### src/rtl/thor2023_icache_miss_ctrl.sv
`default_nettype none
// ============================================================================
// Module   : thor2023_icache_miss_ctrl
// Purpose  : 4-way I-cache tag lookup, hit detect, victim select, line refill
// Revision : 1.0
// ============================================================================
module thor2023_icache_miss_ctrl #(
    parameter  int LINES  = 256,
    parameter  int WAYS   = 4,
    parameter  int TAGBIT = 14,
    parameter  int LOBIT  = 6,
    parameter  int ADRW   = 32,
    parameter  int BEATS  = 4,
    localparam int IDXW   = $clog2(LINES),
    localparam int BEATW  = $clog2(BEATS),
    localparam int TAGW   = ADRW - TAGBIT
) (
    input  logic                   clk,
    input  logic                   rst,
    input  logic                   req_vld,
    input  logic [ADRW-1:0]        req_adr,
    output logic                   req_rdy,
    output logic                   hit,
    output logic [1:0]             hit_way,
    input  logic                   inv,
    output logic [IDXW-1:0]        ndx_o,
    input  logic [WAYS*TAGW-1:0]   tag_i,
    output logic                   tag_wr,
    output logic [1:0]             tag_way,
    output logic [ADRW-1:0]        tag_adr,
    output logic                   mem_req,
    output logic [ADRW-1:0]        mem_adr,
    input  logic                   mem_ack,
    output logic                   line_wr,
    output logic [1:0]             line_way,
    output logic [BEATW-1:0]       line_beat
);

    localparam int HIBIT = LOBIT + IDXW - 1;
    localparam int BOFS  = LOBIT - BEATW;
    localparam logic [ADRW-1:0] LINE_MASK = ADRW'((1 << LOBIT) - 1);

    typedef enum logic [1:0] {
        IDLE  = 2'd0,
        FETCH = 2'd1,
        TAGWR = 2'd2
    } state_t;

    state_t          state;
    logic [WAYS-1:0] valid [LINES];
    logic [ADRW-1:0] line_adr;
    logic [1:0]      victim;
    logic [1:0]      rr;
    logic [BEATW-1:0] beat;
    logic [BEATW-1:0] beat_nxt;
    logic [WAYS-1:0] match;
    logic [TAGW-1:0] req_tag;

    assign req_tag  = req_adr[ADRW-1:TAGBIT];
    assign beat_nxt = beat + 1'b1;

    // Outside IDLE the tag RAM must keep pointing at the set being refilled.
    assign ndx_o = (state == IDLE) ? req_adr[HIBIT:LOBIT] : line_adr[HIBIT:LOBIT];

    always_comb begin
        match = '0;
        for (int w = 0; w < WAYS; w++) begin
            match[w] = valid[ndx_o][w] && (tag_i[w*TAGW +: TAGW] == req_tag);
        end
    end

    // Scan downwards so the lowest matching way is the one left standing.
    always_comb begin
        hit_way = '0;
        for (int w = WAYS - 1; w >= 0; w--) begin
            if (match[w]) begin
                hit_way = 2'(w);
            end
        end
    end

    assign hit       = (state == IDLE) && req_vld && (|match);
    assign line_wr   = (state == FETCH) && mem_req && mem_ack;
    assign line_way  = victim;
    assign line_beat = beat;
    assign tag_way   = victim;
    assign tag_adr   = line_adr;

    always_ff @(posedge clk or negedge rst) begin
        if (!rst) begin
            state    <= IDLE;
            req_rdy  <= 1'b1;
            mem_req  <= 1'b0;
            mem_adr  <= '0;
            tag_wr   <= 1'b0;
            line_adr <= '0;
            victim   <= '0;
            rr       <= '0;
            beat     <= '0;
            for (int i = 0; i < LINES; i++) begin
                valid[i] <= '0;
            end
        end else begin
            tag_wr <= 1'b0;
            case (state)
                IDLE: begin
                    if (req_vld && !hit) begin
                        line_adr <= req_adr & ~LINE_MASK;
                        victim   <= rr;
                        req_rdy  <= 1'b0;
                        state    <= FETCH;
                    end
                end
                FETCH: begin
                    // First FETCH cycle only launches the request for the current beat.
                    if (!mem_req) begin
                        mem_req <= 1'b1;
                        mem_adr <= line_adr + (ADRW'(beat) << BOFS);
                    end else if (mem_ack) begin
                        beat <= beat_nxt;
                        if (beat == BEATW'(BEATS - 1)) begin
                            mem_req <= 1'b0;
                            tag_wr  <= 1'b1;
                            state   <= TAGWR;
                        end else begin
                            mem_adr <= line_adr + (ADRW'(beat_nxt) << BOFS);
                        end
                    end
                end
                TAGWR: begin
                    rr      <= rr + 1'b1;
                    beat    <= '0;
                    req_rdy <= 1'b1;
                    state   <= IDLE;
                end
                default: begin
                    mem_req <= 1'b0;
                    req_rdy <= 1'b1;
                    state   <= IDLE;
                end
            endcase

            // An invalidate landing on the tag write wins, so the new line stays invalid.
            if (inv) begin
                for (int i = 0; i < LINES; i++) begin
                    valid[i] <= '0;
                end
            end else if (state == TAGWR) begin
                valid[line_adr[HIBIT:LOBIT]][victim] <= 1'b1;
            end
        end
    end

endmodule
`default_nettype wire

### config.mk
export PLATFORM = sky130hd
export DESIGN_NAME = thor2023_icache_miss_ctrl
export DESIGN_NICKNAME = d
export VERILOG_FILES = /design/src/rtl/thor2023_icache_miss_ctrl.sv
export SDC_FILE = /design/constraint.sdc
export NUM_CORES = 2
export LEC_CHECK = 0
export CAP_MARGIN = 10
export CELL_PAD_IN_SITES_DETAIL_PLACEMENT = 0
export CELL_PAD_IN_SITES_GLOBAL_PLACEMENT = 2
export CORE_MARGIN = 2
export CORE_UTILIZATION = 42
export CTS_CLUSTER_DIAMETER = 60
export DETAILED_ROUTE_END_ITERATION = 10
export PLACE_DENSITY = 0.92
export SKIP_LAST_GASP = 1
export SLEW_MARGIN = 20
export SYNTH_ARGS = -nofsm -noshare
export SYNTH_HDL_FRONTEND = slang
export SYNTH_SLANG_ARGS = --single-unit
export TNS_END_PERCENT = 30
### constraint.sdc
create_clock -name clk -period 9.46 [get_ports clk]
set_input_delay 1.419 -clock clk [delete_from_list [all_inputs] [get_ports clk]]
set_output_delay 1.419 -clock clk [all_outputs]
set_load 0.005 [all_outputs]
# Yosys cells after proc, flatten, opt, wreduce, memory -nomap -nowiden
# Cells that the tools add are included.
[totals] register_bits=1093 input_bits=109 elab_cells=348
[op_classes] n_addsub=4 n_lt_le_gt_ge=5 eq_ne=13 mux=35 bitwise_logic=4 reduce_logical=22
[op_table] op="$mux W1024" count=2
[op_table] op="$or A1024 B1024 Y1024" count=1
[op_table] op="$mux W32" count=3
[op_table] op="$eq A18 B18 Y1" count=4
[op_table] op="$add A32 B6 Y32" count=2
[op_table] op="$bmux W4 S8" count=1
[op_table] op="$demux W4 S8" count=1
[op_table] op="$mux W2" count=10
[op_table] op="$ge A9 B9 Y1 const B" count=2
[op_table] op="$not A8 Y9" count=2
[op_table] op="$mux W4" count=3
[op_table] op="$logic_and A1 B1 Y1" count=11
[op_table] op="$lt A9 B1 Y1 const B" count=1
[op_table] op="$mux W1" count=9
[op_table] op="$mux W8" count=1
[op_table] op="$pmux W2 S2" count=2
[op_table] op="$ne A2 B1 Y1 const B" count=3
[op_table] op="$ne A2 B2 Y1 const B" count=3
[op_table] op="$reduce_and A3 Y1" count=2
[op_table] op="$add A2 B1 Y2 const B" count=2
[op_table] op="$eq A2 B2 Y1 const B" count=2
[op_table] op="$pmux W1 S2" count=2
[op_table] op="$reduce_and A2 Y1" count=2
[op_table] op="$reduce_and A4 Y1" count=1
[op_table] op="10 further kinds" count=11

# Longest topological paths before layout
[logic_depth] ltp_word=13 ltp_mapped=18 ltp_nobuf=11

# Worst setup path before layout
# No wires, ideal clock.
[synth_path] kind="input port to output port" startpoint="input req_adr[8]" endpoint="output hit" arrival_time_ns=3.993 required_ns=8.041 path_slack_ns=4.048 path_stages=15 cell_sequence="or3b_1 and2_1 buf_2 inv_2 buf_2 buf_2 buf_4 nand2_1 and3_1 a2111oi_0 a22oi_1 nand4b_1 o311ai_2 and2_1 a21oi_1"
[synth_between] elab_chain_cells=8 word_cells_on_any_way=11 classes_between="mux (4); bitwise (1); reduce/logical (6)"
[synth_lines] item="start: declaration" line="21" rtl="input logic [ADRW-1:0] req_adr,"
[synth_lines] item="$mux W8 *" line="63" rtl="assign ndx_o = (state == IDLE) ? req_adr[HIBIT:LOBIT] : line_adr[HIBIT:LOBIT];"
[synth_lines] item="net ndx_o[2]" line="26" rtl="output logic [IDXW-1:0] ndx_o,"
[synth_lines] item="$not A8 Y9 (not written as such) *" line="68" rtl="match[w] = valid[ndx_o][w] && (tag_i[w*TAGW +: TAGW] == req_tag);"
[synth_lines] item="$bmux W4 S8 *" line="68"
[synth_lines] item="$mux W4 (not written as such) * (2 in series)" line="68"
[synth_lines] item="$logic_and A1 B1 Y1" line="68"
[synth_lines] item="$reduce_or A4 Y1 *" line="82" rtl="assign hit = (state == IDLE) && req_vld && (|match);"
[synth_lines] item="$logic_and A1 B1 Y1 *" line="82"
[synth_lines] item="end: declaration" line="23" rtl="output logic hit,"
# The timed path passes the listed nets; every way through them passes the cells marked *. The select of a mux whose other input is x is not followed.

# Worst setup path in the final report
[layout_path] startpoint="register state[1]" endpoint="output hit"
[layout_between] elab_chain_cells=9 word_cells_on_any_way=13 classes_between="mux (4); bitwise (1); reduce/logical (8)"
[layout_lines] item="start: declaration" line="49" rtl="state_t state;"
[layout_lines] item="start signal: assignment" line="91" rtl="state <= IDLE;"
[layout_lines] item="start signal: assignment" line="111" rtl="state <= FETCH;"
[layout_lines] item="start signal: assignment" line="124" rtl="state <= TAGWR;"
[layout_lines] item="$logic_not A2 Y1 *" line="63, 82"
[layout_lines] item="$mux W8" line="63"
[layout_lines] item="$not A8 Y9 (not written as such)" line="68"
[layout_lines] item="$bmux W4 S8" line="68"
[layout_lines] item="$mux W4 (not written as such) (2 in series)" line="68"
[layout_lines] item="$logic_and A1 B1 Y1" line="68"
[layout_lines] item="$reduce_or A4 Y1" line="82"
[layout_lines] item="$logic_and A1 B1 Y1 *" line="82"
# Every way passes the cells marked *; elsewhere a longest branch is shown, timed or not. The select of a mux whose other input is x is not followed.

==> results.ini <==
[finish]
insertedDiodeCount=0
nets=5476
syn_to_final_growth_pct=13.8
final_util_pct=48.0
instances_no_fill=7078
drive_above_1_share_pct=8.49

[logic_synthesis]
synth_edf_count=0
async_reset_ff_share_pct=100
synth_top_area_share_pct=54.0
yosysUniqueCellTypes=77
synth.area.top_cells=dfrtp_1, a21oi_1, nor2_1
syn-mean-instance-area_um2=9.26
syn_inst=5439
yosysTopAreaCell=dfrtp_1
ys_ff_latch=1089
ys.warnings.count=0
ys.flop_type=dfrtp_1
synth_area_mm2=0.0504
ys_seq_area_share_pct=54.1

[clock_tree]
cts_setup_buffers=0
cts.hold.buffers_added=0
cts-resized-gates=0
cts-root-buf=clkbuf_16
cts_tree=built
clock_latency_ns=0.71
cts.reportedPaths.clkPinSlew_ns=0.06
clkSinkCount=1089
clock_path_buffers=3
htreeDepth=3
cts_buffers=116

[floorplan]
io_pins=194
die_h_um=350
coreArea_mm2=0.119
die-area_mm2=0.123
rows=127
die_x_um=350
start_util_pct=42.2

[global_route]
antenna_found_initial=4
grt_usage_pct=28.3
grt_pass1_wl_um=265000
grt_pass1_vias=41000
grt_max_degree=167
grt-ovfl-total=0

[worst_hold_path]
hold_depth=2
hp-class=reg2reg

[drt]
via_count=42500
viasPerCell=6.00
final_antenna_net_count=0
wire_per_inst_um=24.9
drt_iter0_markers=5328
dr.pass1.iters=6
drcViolationCount=0
wl_um=176000

[setup_path]
path_class=reg2out
critical_path.cell_chain=o21bai_4 -> nand2_8 -> inv_8 -> buf_12 -> mux4_2 -> a22oi_1 -> nand3_1 -> a2111oi_0 -> nand4_1 -> o211ai_1 -> and2_1 -> a21oi_1 -> clkdlybuf4s50_1
crit_fanout=65
max_stage_delay_ns=0.95
crit_required_ns=8.04
reg2reg_depth=13
cp-end-kind=output port
worst_ep_arrival_time_ns=6.93
cpMaxStageDelayCell=a2111oi_0
critPathLaunchType=register

[timing]
fin_hold_ws_ns=0.484
hold_violations=0
period_minus_slack_ns=8.35
slew_headroom_pct=17.8
rsz0062_at_grt=false
finalCritPeriodShare_pct=88.3
setup-violations-final=0
setup_ws_ns=1.11
setup_tns_ns=0
fin_skew_ns=0.0223
fmax_mhz=120
slew_violations=0
worst_pin_slew_ns=1.23

[status]
outcome=finished clean

[place]
place.detailed.hpwl_um=103000
numPortBuffers=177
place_inst=6859
post-place-ws_ns=1.43
gp_congestion=0.872

[power]
ir_worst_vdd_uv=253
power.density_mw_per_mm2=266
leakagePower_nw=24.9

[job]
drv_cap=0

-- synth_stat cells, drive strengths merged, types with 29 or more instances --
library cell	count
nor2	1304
dfrtp	1088
a21oi	1051
clkbuf	373
nand2	348
and3	168
a211oi	131
nand3	127
buf	106
mux2i	75
mux2	67
mux4	65
o211ai	51
xor2	46
nand4	45
a31oi	40
a2111oi	34
nand2b	34
nor4	34
o21ai	30
xnor2	29
-- power by group --
group / internal (mW) / switching [mW] / leakage [nW] / total, mW
clock network: 2.77 / 1.94 / 1.94 / 4.71
registers: 4.81 / 0.216 / 15.1 / 5.02
logic: 1.61 / 3.92 / 7.91 / 5.53
total: 9.19 / 6.07 / 24.9 / 15.3
-- critical path, delay by kind of cell (launching register included) --
| family | cells | cell delay [ns] |
|---|---|---|
| multiplexers | 1 | 0.57 |
| AO/OA/AOI/OAI | 5 | 2.53 |
| flip-flops | 1 | 0.75 |
| buffers and inverters | 3 | 1.43 |
| AND/OR/NAND/NOR | 4 | 0.89 |
-- per-stage QoR --
stage,power [mW],cell area [um^2]
2_1_floorplan,7.96,50400
3_3_place_gp,10.5,53400
3_5_place_dp,10.5,53400
4_1_cts,15.2,57300
5_1_grt,15.7,57300
6_report,15.3,57300
-- layout make-up --
type                    count  area [um^2]
clock buffers             178         3440
repair buffers            279         2710
multi-input cells        3870        21400
inverters                  10         47.5
flip-flops and latches   1089        27300
clock inverters            40          493
well taps                1612         2020
fillers                 11400        62200
-- placed cells by master (no fill, tap or decap), drive strengths merged, types with 5 or more instances in the layout --
cell	synthesis	layout
nor2	1304	1304
dfrtp	1088	1088
a21oi	1051	1051
nand2	348	348
clkbuf	373	178
clkdlybuf4s50	0	174
and3	168	168
a211oi	131	131
nand3	127	127
buf	106	105
mux2i	75	75
mux2	67	67
mux4	65	65
o211ai	51	51
xor2	46	46
nand4	45	45
a31oi	40	40
nand2b	34	34
a2111oi	34	34
nor4	34	34
o21ai	30	30
xnor2	29	29
a32oi	27	27
clkinv	0	25
a22oi	20	20
nor3	20	20
nor2b	14	14
inv	10	13
conb	1	10
bufinv	0	10
or4	9	9
a22o	6	6
a221oi	6	6
o21a	6	6
and4	5	5
o22ai	5	5
a41oi	5	5
a21boi	5	5
-- layer usage --
layer  track usage, %  part of all wire (%)  routed length, um
met1             40.0                    43              75400
met2             43.4                    45              78600
met3             5.51                   8.8              15600
met4             10.2                   3.6               6390
met5                0                0.0074                 13
-- worst paths after layout --
check                            from     endpoint  slack (ns)
min in group asynchronous         rst     valid[2]        0.69
setup reg to reg             state[1]  tag_adr[19]        2.28
hold / removal             valid[273]   valid[273]        0.48
max in group asynchronous         rst   valid[975]        6.57
hold reg to reg            valid[273]   valid[273]        0.48
setup / recovery             state[1]          hit        1.11
-- registers in the layout (all words and copies together), names as in the netlist, 2 cells and up --
name,flops
line_beat,2
mem_adr,28
rr,2
valid,1024
state,2
tag_adr,26
line_way,2
-- cell families after synthesis --
family	count (synthesis)	synth area share, %
xor gates and xnor gates	75	1.30
and+or+nand+nor	2124	17.9
buffers and inverters	489	3.99
muxes	207	6.11
adders and majority gates	1	0.0248
AOI/OAI and AO/OA	1453	16.5
other	1	0.00744
DFF	1089	54.1
Note: power is estimated with default switching activity, not from simulation.
